==> src/rtl/wb_writeback_stage_if.sv <==
// MEM -> WB stage interface: the MEM-side instruction fields, the hazard controls, and the WB-side register-file write triple.
// When WB_RETIRE_COUNT_EN is defined, it also carries RetireCount.
interface wb_writeback_stage_if #(
  parameter int DATA_W = 32,
  parameter int REG_AW = 5
);
  logic              MemValid;
  logic              MemRegWrite;
  logic              MemToReg;
  logic [REG_AW-1:0] MemWriteRegister;
  logic [DATA_W-1:0] ALUResult;
  logic [DATA_W-1:0] MemReadData;
  logic [2:0]        LoadType;
  logic [1:0]        ByteOffset;
  logic              Stall;
  logic              Flush;

  logic              RegWrite;
  logic [REG_AW-1:0] WriteRegister;
  logic [DATA_W-1:0] WriteData;
  logic              WbValid;
  logic              AlignErr;
`ifdef WB_RETIRE_COUNT_EN
  logic [31:0]       RetireCount;
`endif

  // The master drives the MEM side and the hazard controls.
  modport master (
    output MemValid, MemRegWrite, MemToReg, MemWriteRegister, ALUResult,
           MemReadData, LoadType, ByteOffset, Stall, Flush,
    input  RegWrite, WriteRegister, WriteData, WbValid, AlignErr
`ifdef WB_RETIRE_COUNT_EN
    , input RetireCount
`endif
  );

  modport slave (
    input  MemValid, MemRegWrite, MemToReg, MemWriteRegister, ALUResult,
           MemReadData, LoadType, ByteOffset, Stall, Flush,
    output RegWrite, WriteRegister, WriteData, WbValid, AlignErr
`ifdef WB_RETIRE_COUNT_EN
    , output RetireCount
`endif
  );
endinterface

==> src/rtl/wb_writeback_stage.sv <==
// MEM/WB pipeline register with load extraction, $0 write suppression and stall/flush handling.
// Defining WB_RETIRE_COUNT_EN adds a free-running RetireCount of retired WB instructions.
module wb_writeback_stage #(
  parameter int DATA_W = 32,
  parameter int REG_AW = 5
) (
  input logic               clk,
  input logic               reset_n,
  wb_writeback_stage_if.slave wb
);

  typedef enum logic [2:0] {
    LT_WORD   = 3'b000,
    LT_BYTE_S = 3'b001,
    LT_BYTE_U = 3'b010,
    LT_HALF_S = 3'b011,
    LT_HALF_U = 3'b100
  } load_type_e;

  typedef struct packed {
    logic              valid;
    logic              reg_write;
    logic              mem_to_reg;
    logic [REG_AW-1:0] wreg;
    logic [DATA_W-1:0] alu;
    logic [DATA_W-1:0] rdata;
    logic [2:0]        ltype;
    logic [1:0]        boff;
  } mem_wb_t;

  mem_wb_t mem_wb_d, mem_wb_q;

  // NOTE: give every always_comb output a default first; a path that leaves it unassigned infers a latch.
  always_comb begin
    mem_wb_d = mem_wb_q;
    if (wb.Flush) begin
      mem_wb_d = '0;
    end else if (!wb.Stall) begin
      mem_wb_d.valid      = wb.MemValid;
      mem_wb_d.reg_write  = wb.MemRegWrite;
      mem_wb_d.mem_to_reg = wb.MemToReg;
      mem_wb_d.wreg       = wb.MemWriteRegister;
      mem_wb_d.alu        = wb.ALUResult;
      mem_wb_d.rdata      = wb.MemReadData;
      mem_wb_d.ltype      = wb.LoadType;
      mem_wb_d.boff       = wb.ByteOffset;
    end
  end

  // NOTE: flops use non-blocking assignments, so every always_ff block samples pre-edge values.
  always_ff @(posedge clk or negedge reset_n) begin
    if (!reset_n) mem_wb_q <= '0;
    else          mem_wb_q <= mem_wb_d;
  end

  logic [DATA_W-1:0] byte_lane;
  logic [15:0]       half_lane;
  logic [DATA_W-1:0] load_data;
  logic              is_half;

  assign byte_lane = mem_wb_q.rdata >> {mem_wb_q.boff, 3'b000};
  assign half_lane = mem_wb_q.boff[1] ? mem_wb_q.rdata[31:16] : mem_wb_q.rdata[15:0];
  assign is_half   = (mem_wb_q.ltype == LT_HALF_S) || (mem_wb_q.ltype == LT_HALF_U);

  always_comb begin
    load_data = mem_wb_q.rdata;
    unique case (load_type_e'(mem_wb_q.ltype))
      LT_BYTE_S: load_data = {{(DATA_W-8){byte_lane[7]}}, byte_lane[7:0]};
      LT_BYTE_U: load_data = {{(DATA_W-8){1'b0}}, byte_lane[7:0]};
      LT_HALF_S: load_data = {{(DATA_W-16){half_lane[15]}}, half_lane};
      LT_HALF_U: load_data = {{(DATA_W-16){1'b0}}, half_lane};
      default:   load_data = mem_wb_q.rdata;
    endcase
  end

  // Only a real load can be misaligned; word loads and ALU writes never check alignment.
  assign wb.AlignErr      = mem_wb_q.valid & mem_wb_q.mem_to_reg & is_half & mem_wb_q.boff[0];
  assign wb.WbValid       = mem_wb_q.valid;
  assign wb.WriteRegister = mem_wb_q.wreg;
  assign wb.WriteData     = mem_wb_q.mem_to_reg ? load_data : mem_wb_q.alu;
  assign wb.RegWrite      = mem_wb_q.valid & mem_wb_q.reg_write
                          & (mem_wb_q.wreg != '0) & ~wb.AlignErr;

`ifdef WB_RETIRE_COUNT_EN
  logic [31:0] retire_d, retire_q;

  // A flushed edge still retires the instruction currently sitting in WB.
  assign retire_d = (mem_wb_q.valid && !wb.Stall) ? retire_q + 32'd1 : retire_q;

  always_ff @(posedge clk or negedge reset_n) begin
    if (!reset_n) retire_q <= '0;
    else          retire_q <= retire_d;
  end

  assign wb.RetireCount = retire_q;
`endif

endmodule

==> src/flat_wrapper.sv <==
// flat-port wrapper written by rule: the top's interface ports become plain ports
module wb_writeback_stage_flat 
#(
  parameter int DATA_W = 32,
  parameter int REG_AW = 5
)
  (clk, reset_n, wb_MemValid, wb_MemRegWrite, wb_MemToReg, wb_MemWriteRegister, wb_ALUResult, wb_MemReadData, wb_LoadType, wb_ByteOffset, wb_Stall, wb_Flush, wb_RegWrite, wb_WriteRegister, wb_WriteData, wb_WbValid, wb_AlignErr);
  wb_writeback_stage_if #(.DATA_W(DATA_W), .REG_AW(REG_AW)) wb_i ();
  input logic clk;
  input logic reset_n;
  input wire logic [$bits(wb_i.MemValid)-1:0] wb_MemValid;
  input wire logic [$bits(wb_i.MemRegWrite)-1:0] wb_MemRegWrite;
  input wire logic [$bits(wb_i.MemToReg)-1:0] wb_MemToReg;
  input wire logic [$bits(wb_i.MemWriteRegister)-1:0] wb_MemWriteRegister;
  input wire logic [$bits(wb_i.ALUResult)-1:0] wb_ALUResult;
  input wire logic [$bits(wb_i.MemReadData)-1:0] wb_MemReadData;
  input wire logic [$bits(wb_i.LoadType)-1:0] wb_LoadType;
  input wire logic [$bits(wb_i.ByteOffset)-1:0] wb_ByteOffset;
  input wire logic [$bits(wb_i.Stall)-1:0] wb_Stall;
  input wire logic [$bits(wb_i.Flush)-1:0] wb_Flush;
  output wire logic [$bits(wb_i.RegWrite)-1:0] wb_RegWrite;
  output wire logic [$bits(wb_i.WriteRegister)-1:0] wb_WriteRegister;
  output wire logic [$bits(wb_i.WriteData)-1:0] wb_WriteData;
  output wire logic [$bits(wb_i.WbValid)-1:0] wb_WbValid;
  output wire logic [$bits(wb_i.AlignErr)-1:0] wb_AlignErr;
  assign wb_i.MemValid = wb_MemValid;
  assign wb_i.MemRegWrite = wb_MemRegWrite;
  assign wb_i.MemToReg = wb_MemToReg;
  assign wb_i.MemWriteRegister = wb_MemWriteRegister;
  assign wb_i.ALUResult = wb_ALUResult;
  assign wb_i.MemReadData = wb_MemReadData;
  assign wb_i.LoadType = wb_LoadType;
  assign wb_i.ByteOffset = wb_ByteOffset;
  assign wb_i.Stall = wb_Stall;
  assign wb_i.Flush = wb_Flush;
  assign wb_RegWrite = wb_i.RegWrite;
  assign wb_WriteRegister = wb_i.WriteRegister;
  assign wb_WriteData = wb_i.WriteData;
  assign wb_WbValid = wb_i.WbValid;
  assign wb_AlignErr = wb_i.AlignErr;
  wb_writeback_stage #(.DATA_W(DATA_W), .REG_AW(REG_AW)) u_core (.clk(clk), .reset_n(reset_n), .wb(wb_i));
endmodule
==> config.mk <==
export PLATFORM = sky130hd
export DESIGN_NAME = wb_writeback_stage_flat
export DESIGN_NICKNAME = d
export VERILOG_FILES = /design/src/rtl/wb_writeback_stage_if.sv /design/src/rtl/wb_writeback_stage.sv /design/src/flat_wrapper.sv
export SDC_FILE = /design/constraint.sdc
export NUM_CORES = 1
export LEC_CHECK = 0
export ABC_AREA = 1
export CAP_MARGIN = 40
export CORE_UTILIZATION = 53
export DETAILED_ROUTE_END_ITERATION = 7
export PLACE_DENSITY_LB_ADDON = 0.3
export SLEW_MARGIN = 40
export SYNTH_ARGS = -nofsm -noshare
export SYNTH_HDL_FRONTEND = slang
export SYNTH_SLANG_ARGS = --single-unit
==> constraint.sdc <==
create_clock -name clk -period 3.6 [get_ports clk]
set_input_delay 0.36 -clock clk [delete_from_list [all_inputs] [get_ports clk]]
set_output_delay 0.36 -clock clk [all_outputs]
set_load 0.1 [all_outputs]
==> summary.txt, run 1 <==
Worst setup path
  • Worst setup SP type: register
  • Critical Path Sink Type: primary output
  • Worst Path Required: 3.24 ns
  • CP max stage delay: 0.73 ns
  • Crit-path max FO: 17
  • Most frequent CP cell: nor2_1
  • Critical path type: register to primary output
  • Crit-path cells: inv_2, nand2_2, nand3b_4, nand2_4, nor2_1, nor2_1, buf_4
  • Worst path arrival time: 2.50 ns
  • Crit path max-delay cell type: dfrtp_1

Pwr
  • Final total power: 2.754 mW
  • Internal power: around 1.7 mW
  • Clock Power Share: 29.8%
  • Comb pwr share: 35.1%
  • Sequential power share: 35.1%
  • Peak supply drop: 0.2755 mV
  • Sw Ratio: 38.80%
  • PD cells: ~470 nW/µm²
  • Switching power: 1.069 mW
  • Leak: 2.899 nW

Floorplan
  • I/O pins: roughly 120
  • Initial core utilization: roughly 55%
  • Number of core rows: 33
  • CORE AREA: 8217 µm²
  • Die ar.: 8855 µm²
  • Die extent in y: 94.10 µm
  • Die W: 94.10 µm

Route
  • Via count: 4661
  • DR vias/cell: 5.516
  • Initial DRC Count: 304
  • Drt first pass iters: 7
  • Final WL: 13230 µm
  • Avg WL per Cell: approximately 16 µm
  • Final ANT Viol Nets: 0
  • Drt drc: 0

Timing
  • Fin crit share: 79.44%
  • Final Skew: 0 ns
  • RSZ-0062 raised after global routing: no
  • Final WS setup: 0.7401 ns
  • # setup viols final: 0
  • Final min period: 2.860 ns
  • Setup TNS: 0 ns
  • Slew @ Worst Pin: slightly above 0.7 ns
  • Normalized max-slew margin: 52.65%
  • Final-report hold violation count: 0
  • Highest clock rate: roughly 350 MHz
  • Final Max Tran Viols: 0

Outcome
  • Outcome: finished clean

Clocking
  • Clk Latency, worst-skew pair: 0.35 ns
  • Setup bufs post-CTS: 0
  • Inserted Clock Buffers: 9
  • CTS root buffer: clkbuf_8
  • Max Root-Sink Buffers: 2
  • Depth of the CTS H-tree: 3
  • Post_cts resized: 0
  • TritonCTS sink count: 77
  • CTS tree: yes
  • Clock transition at the registers of the reported paths: 0.09 ns
  • Hold buffer count at cts: 0

Worst hold path
  • Hold Crit Class: input pin to asynchronous set/reset pin

GRT
  • Vias in the first global route: 4305
  • Initial antenna violation count: 0
  • Met1 usage: 43.16%
  • Largest net degree at the start of global routing: 105
  • Met3 Use GR: ~6%
  • First-pass GRT wire length: 21110 µm
  • GRT Max-Usage Layer: met2
  • Tot GR Track Use: 31.21%
  • Met2 Track Usage GR: between 40 and 50%
  • Global route overflow: 0

Yosys
  • Post-Synth Adder-Cell Area: 0%
  • Yosys cell types: 21
  • Mux cell area share after synthesis: 0%
  • Gate Count Post-Synth: ~650
  • Synth warn: 0
  • Synth Area in Compound Gates: 7.682%
  • Largest family of logic cells by synthesized area: simple AND/OR/NAND/NOR gates
  • Sequential area share after synthesis: 42.86%
  • Syn avg cell area: 6.906 µm²
  • FF+latch count, synth: 77
  • Syn_nets: 732
  • XOR/XNOR share of the synthesized area: 0%
  • Simple-gate share of the synthesized area: between 30% and 40%
  • Synthesized cell area: 4496 µm²

Placement
  • Detailed Place HPWL: 9061 µm
  • Port Buffer Count: 120
  • Pre-CTS setup slack: 1.142 ns
  • Placed Instance Area: 5608 µm²
  • Routability cong.: approximately 0.86

Final layout
  • Inserted Diodes: 0
  • Commonest cells after routing, fill and taps aside: 200 x nand2_1, 143 x nand3_1, 78 x clkdlybuf4s50_1, 77 x dfrtp_1, 60 x o21ai_0
  • Layout cells sized above 1: 10.68%
  • Fin util: 71.31%
  • Final instance area: 5859 µm²
  • Area growth syn-to-layout: 30.34%
  • Commonest non-fill, non-tap cell in the layout: nand2_1
  • Nets: 816

Run
  • Maxcap violations: 0
[metrics by stage]
step	cells	hold WS (ns)
floorplan	651	0.06441
global placement	829	0.4906
detailed placement	829	0.4378
CTS	845	0.05582
global route	845	0.08651
finish	845	0.02608
[worst max-delay path: cells and delay by family, from the launching register on]
family	cells	cell delay [ns]
AND/OR/NAND/NOR	5	0.78
flip-flops	1	0.73
buffers and inverters	2	0.62
[registers in the layout, summed over array words and instances (netlist names)]
register                 flops
u_core.wb.WriteRegister      5
u_core.mem_wb_q             71
u_core.wb.WbValid            1
[Yosys cell counts]
cell type	number	share of area, %
buf_6	3	0.75
a21oi_1	9	1.0
clkinv_1	2	0.17
o21ai_0	60	6.7
clkbuf_1	19	1.6
buf_4	6	1.0
nand3b_4	1	0.45
buf_2	17	1.9
nor2_8	1	0.45
nand2_4	3	0.75
buf_1	8	0.67
nor2_1	51	4.3
dfrtp_1	77	43
nand2_1	201	17
nor3_1	1	0.11
inv_1	40	3.3
nand4_1	1	0.14
nand3_1	143	16
nand3_2	3	0.67
inv_2	3	0.25
nand2_2	2	0.28
[layout make-up]
type,count,area [µm²]
inverters,45,170.2
clock inverters,5,106.4
clock buffers,11,141.4
repair buffers,126,1244
flip-flops and latches,77,1927
multi-input cells,476,2140
fillers,713,2357
well taps,105,131.4
[cells by family after synthesis]
family,Yosys count
buf+inv,98
simple gates,407
compound gates,69
flops,77
[power groups by stage]
| stage | registers (mW) | clock network, mW | logic [mW] |
|---|---|---|---|
| floorplan | 0.972 | 0 | 0.679 |
| global placement | 0.981 | 0 | 0.955 |
| detailed placement | 0.984 | 0 | 0.963 |
| CTS | 0.967 | 0.827 | 0.966 |
| global route | 0.974 | 0.863 | 1.03 |
| finish | 0.968 | 0.820 | 0.966 |
[final timing paths]
kind	startpoint	endpoint	slack, ns	cells after the start
worst min-delay path	reset_n	u_core.mem_wb_q[24]	0.03	1
worst max-delay path	u_core.mem_wb_q[0]	wb_WriteData[28]	0.74	7
worst max register to register	u_core.mem_wb_q[0]	u_core.mem_wb_q[0]	2.23	2
max in group asynchronous	reset_n	u_core.mem_wb_q[46]	3.09	1
worst min register to register	u_core.mem_wb_q[38]	u_core.mem_wb_q[38]	0.52	2
min in group clk	u_core.mem_wb_q[38]	u_core.mem_wb_q[38]	0.52	2
[metal layers]
| layer | wire length [µm] | part of all wire [%] |
|---|---|---|
| met4 | 383 | 2.9 |
| met5 | 0 | 0 |
| met2 | 6010 | 45 |
| met1 | 5882 | 44 |
| met3 | 953 | 7.2 |
(Power assumes the default switching activity.)
==> inputs of run 2 (changes only) <==
CORE_UTILIZATION = 49   (was 53)
clock period = 2.9 ns   (was 3.6 ns; I/O delays follow)
==> summary.txt, run 2 (synthesis gave the netlist of run 1 again) <==
Floorplan
  • Die W: 97.79 µm (+3.9%)
  • CORE AREA: 8806 µm² (+7.2%)
  • I/O pins: 121 (unchanged)
  • Number of core rows: 34 (+3.0%)
  • Initial core utilization: 51.05% (-3.7 points)
  • Die extent in y: 97.79 µm (+3.9%)
  • Die ar.: 9562 µm² (+8.0%)

Worst setup path
  • Setup slack, reg-to-reg: 1.59 ns (-0.64 ns)
  • Bufs and invs on worst path: 2 (unchanged)
  • Crit-path max FO: 17 (unchanged)
  • Critical path type: register to primary output
  • Crit-path cells: inv_2, nand2_2, nand3b_4, nand2_4, nor2_1, nor2_1, buf_12
  • CP max stage delay: 0.71 ns (-0.02 ns)
  • Critical Path Sink Type: primary output
  • Crit path max-delay cell type: dfrtp_1
  • Largest delay share family, worst path: simple AND/OR/NAND/NOR gates
  • Most frequent CP cell: nor2_1
  • Worst Path Required: 2.61 ns (-0.63 ns)
  • Worst setup SP type: register
  • Worst path arrival time: 2.44 ns (-0.06 ns)

Route
  • Drt first pass iters: 7 (unchanged)
  • Final ANT Viol Nets: 0 (unchanged)
  • Initial DRC Count: 436 (+43%)
  • Avg WL per Cell: 16.21 µm (+3.5%)
  • Via count: 4764 (+2.2%)
  • DR vias/cell: 5.605 (+1.6%)
  • Drt drc: 18 (+18)
  • Final WL: 13780 µm (+4.1%)

Clocking
  • Setup bufs post-CTS: 0 (unchanged)
  • Post_cts resized: 0 (unchanged)
  • Hold buffer count at cts: 1 (+1)
  • CTS root buffer: clkbuf_8
  • TritonCTS sink count: 77 (unchanged)
  • Clk Latency, worst-skew pair: 0.36 ns (about the same)
  • Depth of the CTS H-tree: 3 (unchanged)
  • Clock transition at the registers of the reported paths: 0.08 ns (about the same)
  • Inserted Clock Buffers: 9 (unchanged)
  • Max Root-Sink Buffers: 2 (unchanged)
  • CTS tree: yes

Timing
  • Fin crit share: around 94%
  • # setup viols final: 0 (unchanged)
  • Final min period: 2.730 ns
  • Normalized max-slew margin: 52.59% (-0.056 points)
  • Hold Slack: 0.4854 ns (+0.4594 ns)
  • Setup TNS: 0 ns (unchanged)
  • RSZ-0062 raised after global routing: no
  • Final Max Tran Viols: 0 (unchanged)
  • Slew @ Worst Pin: 0.7111 ns (+0.0008399 ns)
  • Final Skew: 0 ns (unchanged)
  • Highest clock rate: 366.3 MHz
  • Final-report hold violation count: 0 (unchanged)

GRT
  • Global route overflow: 0 (unchanged)
  • Vias in the first global route: 4550 (+5.7%)
  • Largest net degree at the start of global routing: 115 (+9.5%)
  • First-pass GRT wire length: 22760 µm (+7.8%)
  • Initial antenna violation count: 0 (unchanged)
  • Tot GR Track Use: 30.38% (-0.83 points)

Pwr
  • Clock Power Share: 29.8% (about the same)
  • Sw Ratio: 36.93% (-1.9 points)
  • Comb pwr share: 37.0% (+1.9 points)
  • PD cells: 579.0 nW/µm² (+23%)
  • Peak supply drop: 0.3447 mV (+25%)
  • Sequential power share: 33.2% (-1.9 points)
  • Internal power: 2.281 mW (+35%)
  • Leak: 3.023 nW (+4.3%)
  • Switching power: 1.336 mW (+25%)

Final layout
  • Layout cells sized above 1: 10.78% (+0.11 points)
  • Commonest cells after routing, fill and taps aside: 200 x nand2_1, 143 x nand3_1, 78 x clkdlybuf4s50_1, 77 x dfrtp_1, 60 x o21ai_0
  • Reg area: 1927 µm² (unchanged)
  • Max reg flops: 71 (unchanged)
  • # fillers: 705 (-1.1%)
  • Biggest register: u_core.mem_wb_q
  • Commonest non-fill, non-tap cell in the layout: nand2_1
  • Area of the multi-input gates: 2145 µm² (+0.23%)
  • Inserted Diodes: 0 (unchanged)
  • Nets: 819 (+0.37%)
  • Area growth syn-to-layout: 38.96%

Placement
  • Port Buffer Count: 120 (unchanged)
  • Routability cong.: 0.8498 (-0.83%)
  • Detailed Place HPWL: 9642 µm (+6.4%)

Run
  • Maxcap violations: 0 (unchanged)

Worst hold path
  • Hold Crit Class: input pin to register

Outcome
  • Violated checks: design-rule violations
  • Outcome: finished, violations left
-- run 2: final cells by class --
| cell class | count | share of cell area [%] |
|---|---|---|
| Timing Repair Buffer | 129 | 25.76 |
| Sequential cell | 77 | 30.84 |
| Multi-Input combinational cell | 476 | 34.33 |
| Tap cell | 108 | 2.163 |
| Inverter | 45 | 2.724 |
| Clock buffer | 11 | 2.263 |
| Clock inverter | 4 | 1.923 |
-- run 2: per-stage QoR --
step | instances | utilization, % | total power, mW | instance area (µm²) | setup slack [ns]
after global placement | 833 | 67.69 | 2.535 | 5961 | 0.5704
after detailed placement | 833 | 67.73 | 2.552 | 5964 | 0.5796
after CTS | 849 | 70.82 | 3.623 | 6236 | 0.1684
after global routing | 850 | 70.94 | 3.752 | 6247 | 0.005067
final | 850 | 70.94 | 3.617 | 6247 | 0.1700
after floorplan | 651 | - | 2.050 | 4503 | 0.1098
-- run 2: routing by layer --
layer / GRT usage, % / wire [µm] / vias up
li1: - / - / 2268
met1: 41.09 / 5969 / 2274
met2: 48.34 / 6514 / 184
met3: 5.082 / 813 / 38
met4: 13.52 / 481 / 0
met5: 0 / 0 / -
-- run 2: final timing paths --
kind,startpoint,to,depth (start not counted)
worst min-delay path,wb_ALUResult[17],u_core.mem_wb_q[54],3
min in group asynchronous,reset_n,u_core.mem_wb_q[28],2
worst min register to register,u_core.mem_wb_q[50],u_core.mem_wb_q[50],2
max in group asynchronous,reset_n,u_core.wb.WriteRegister[2],2
worst max-delay path,u_core.mem_wb_q[0],wb_WriteData[30],7
worst max register to register,u_core.mem_wb_q[0],u_core.mem_wb_q[0],2
-- run 2: power by group through the flow --
stage	Combinational (mW)	Clock [mW]	Sequential (mW)
4_1_cts	1.34	1.09	1.20
2_1_floorplan	0.843	0	1.21
3_3_place_gp	1.32	0	1.22
3_5_place_dp	1.33	0	1.22
5_1_grt	1.41	1.13	1.21
6_report	1.34	1.08	1.20
-- run 2: worst min-delay path: cells and delay by family --
kind	cells	cell delay [ns]
buffers and inverters	1	0.39
AND/OR/NAND/NOR	2	0.12
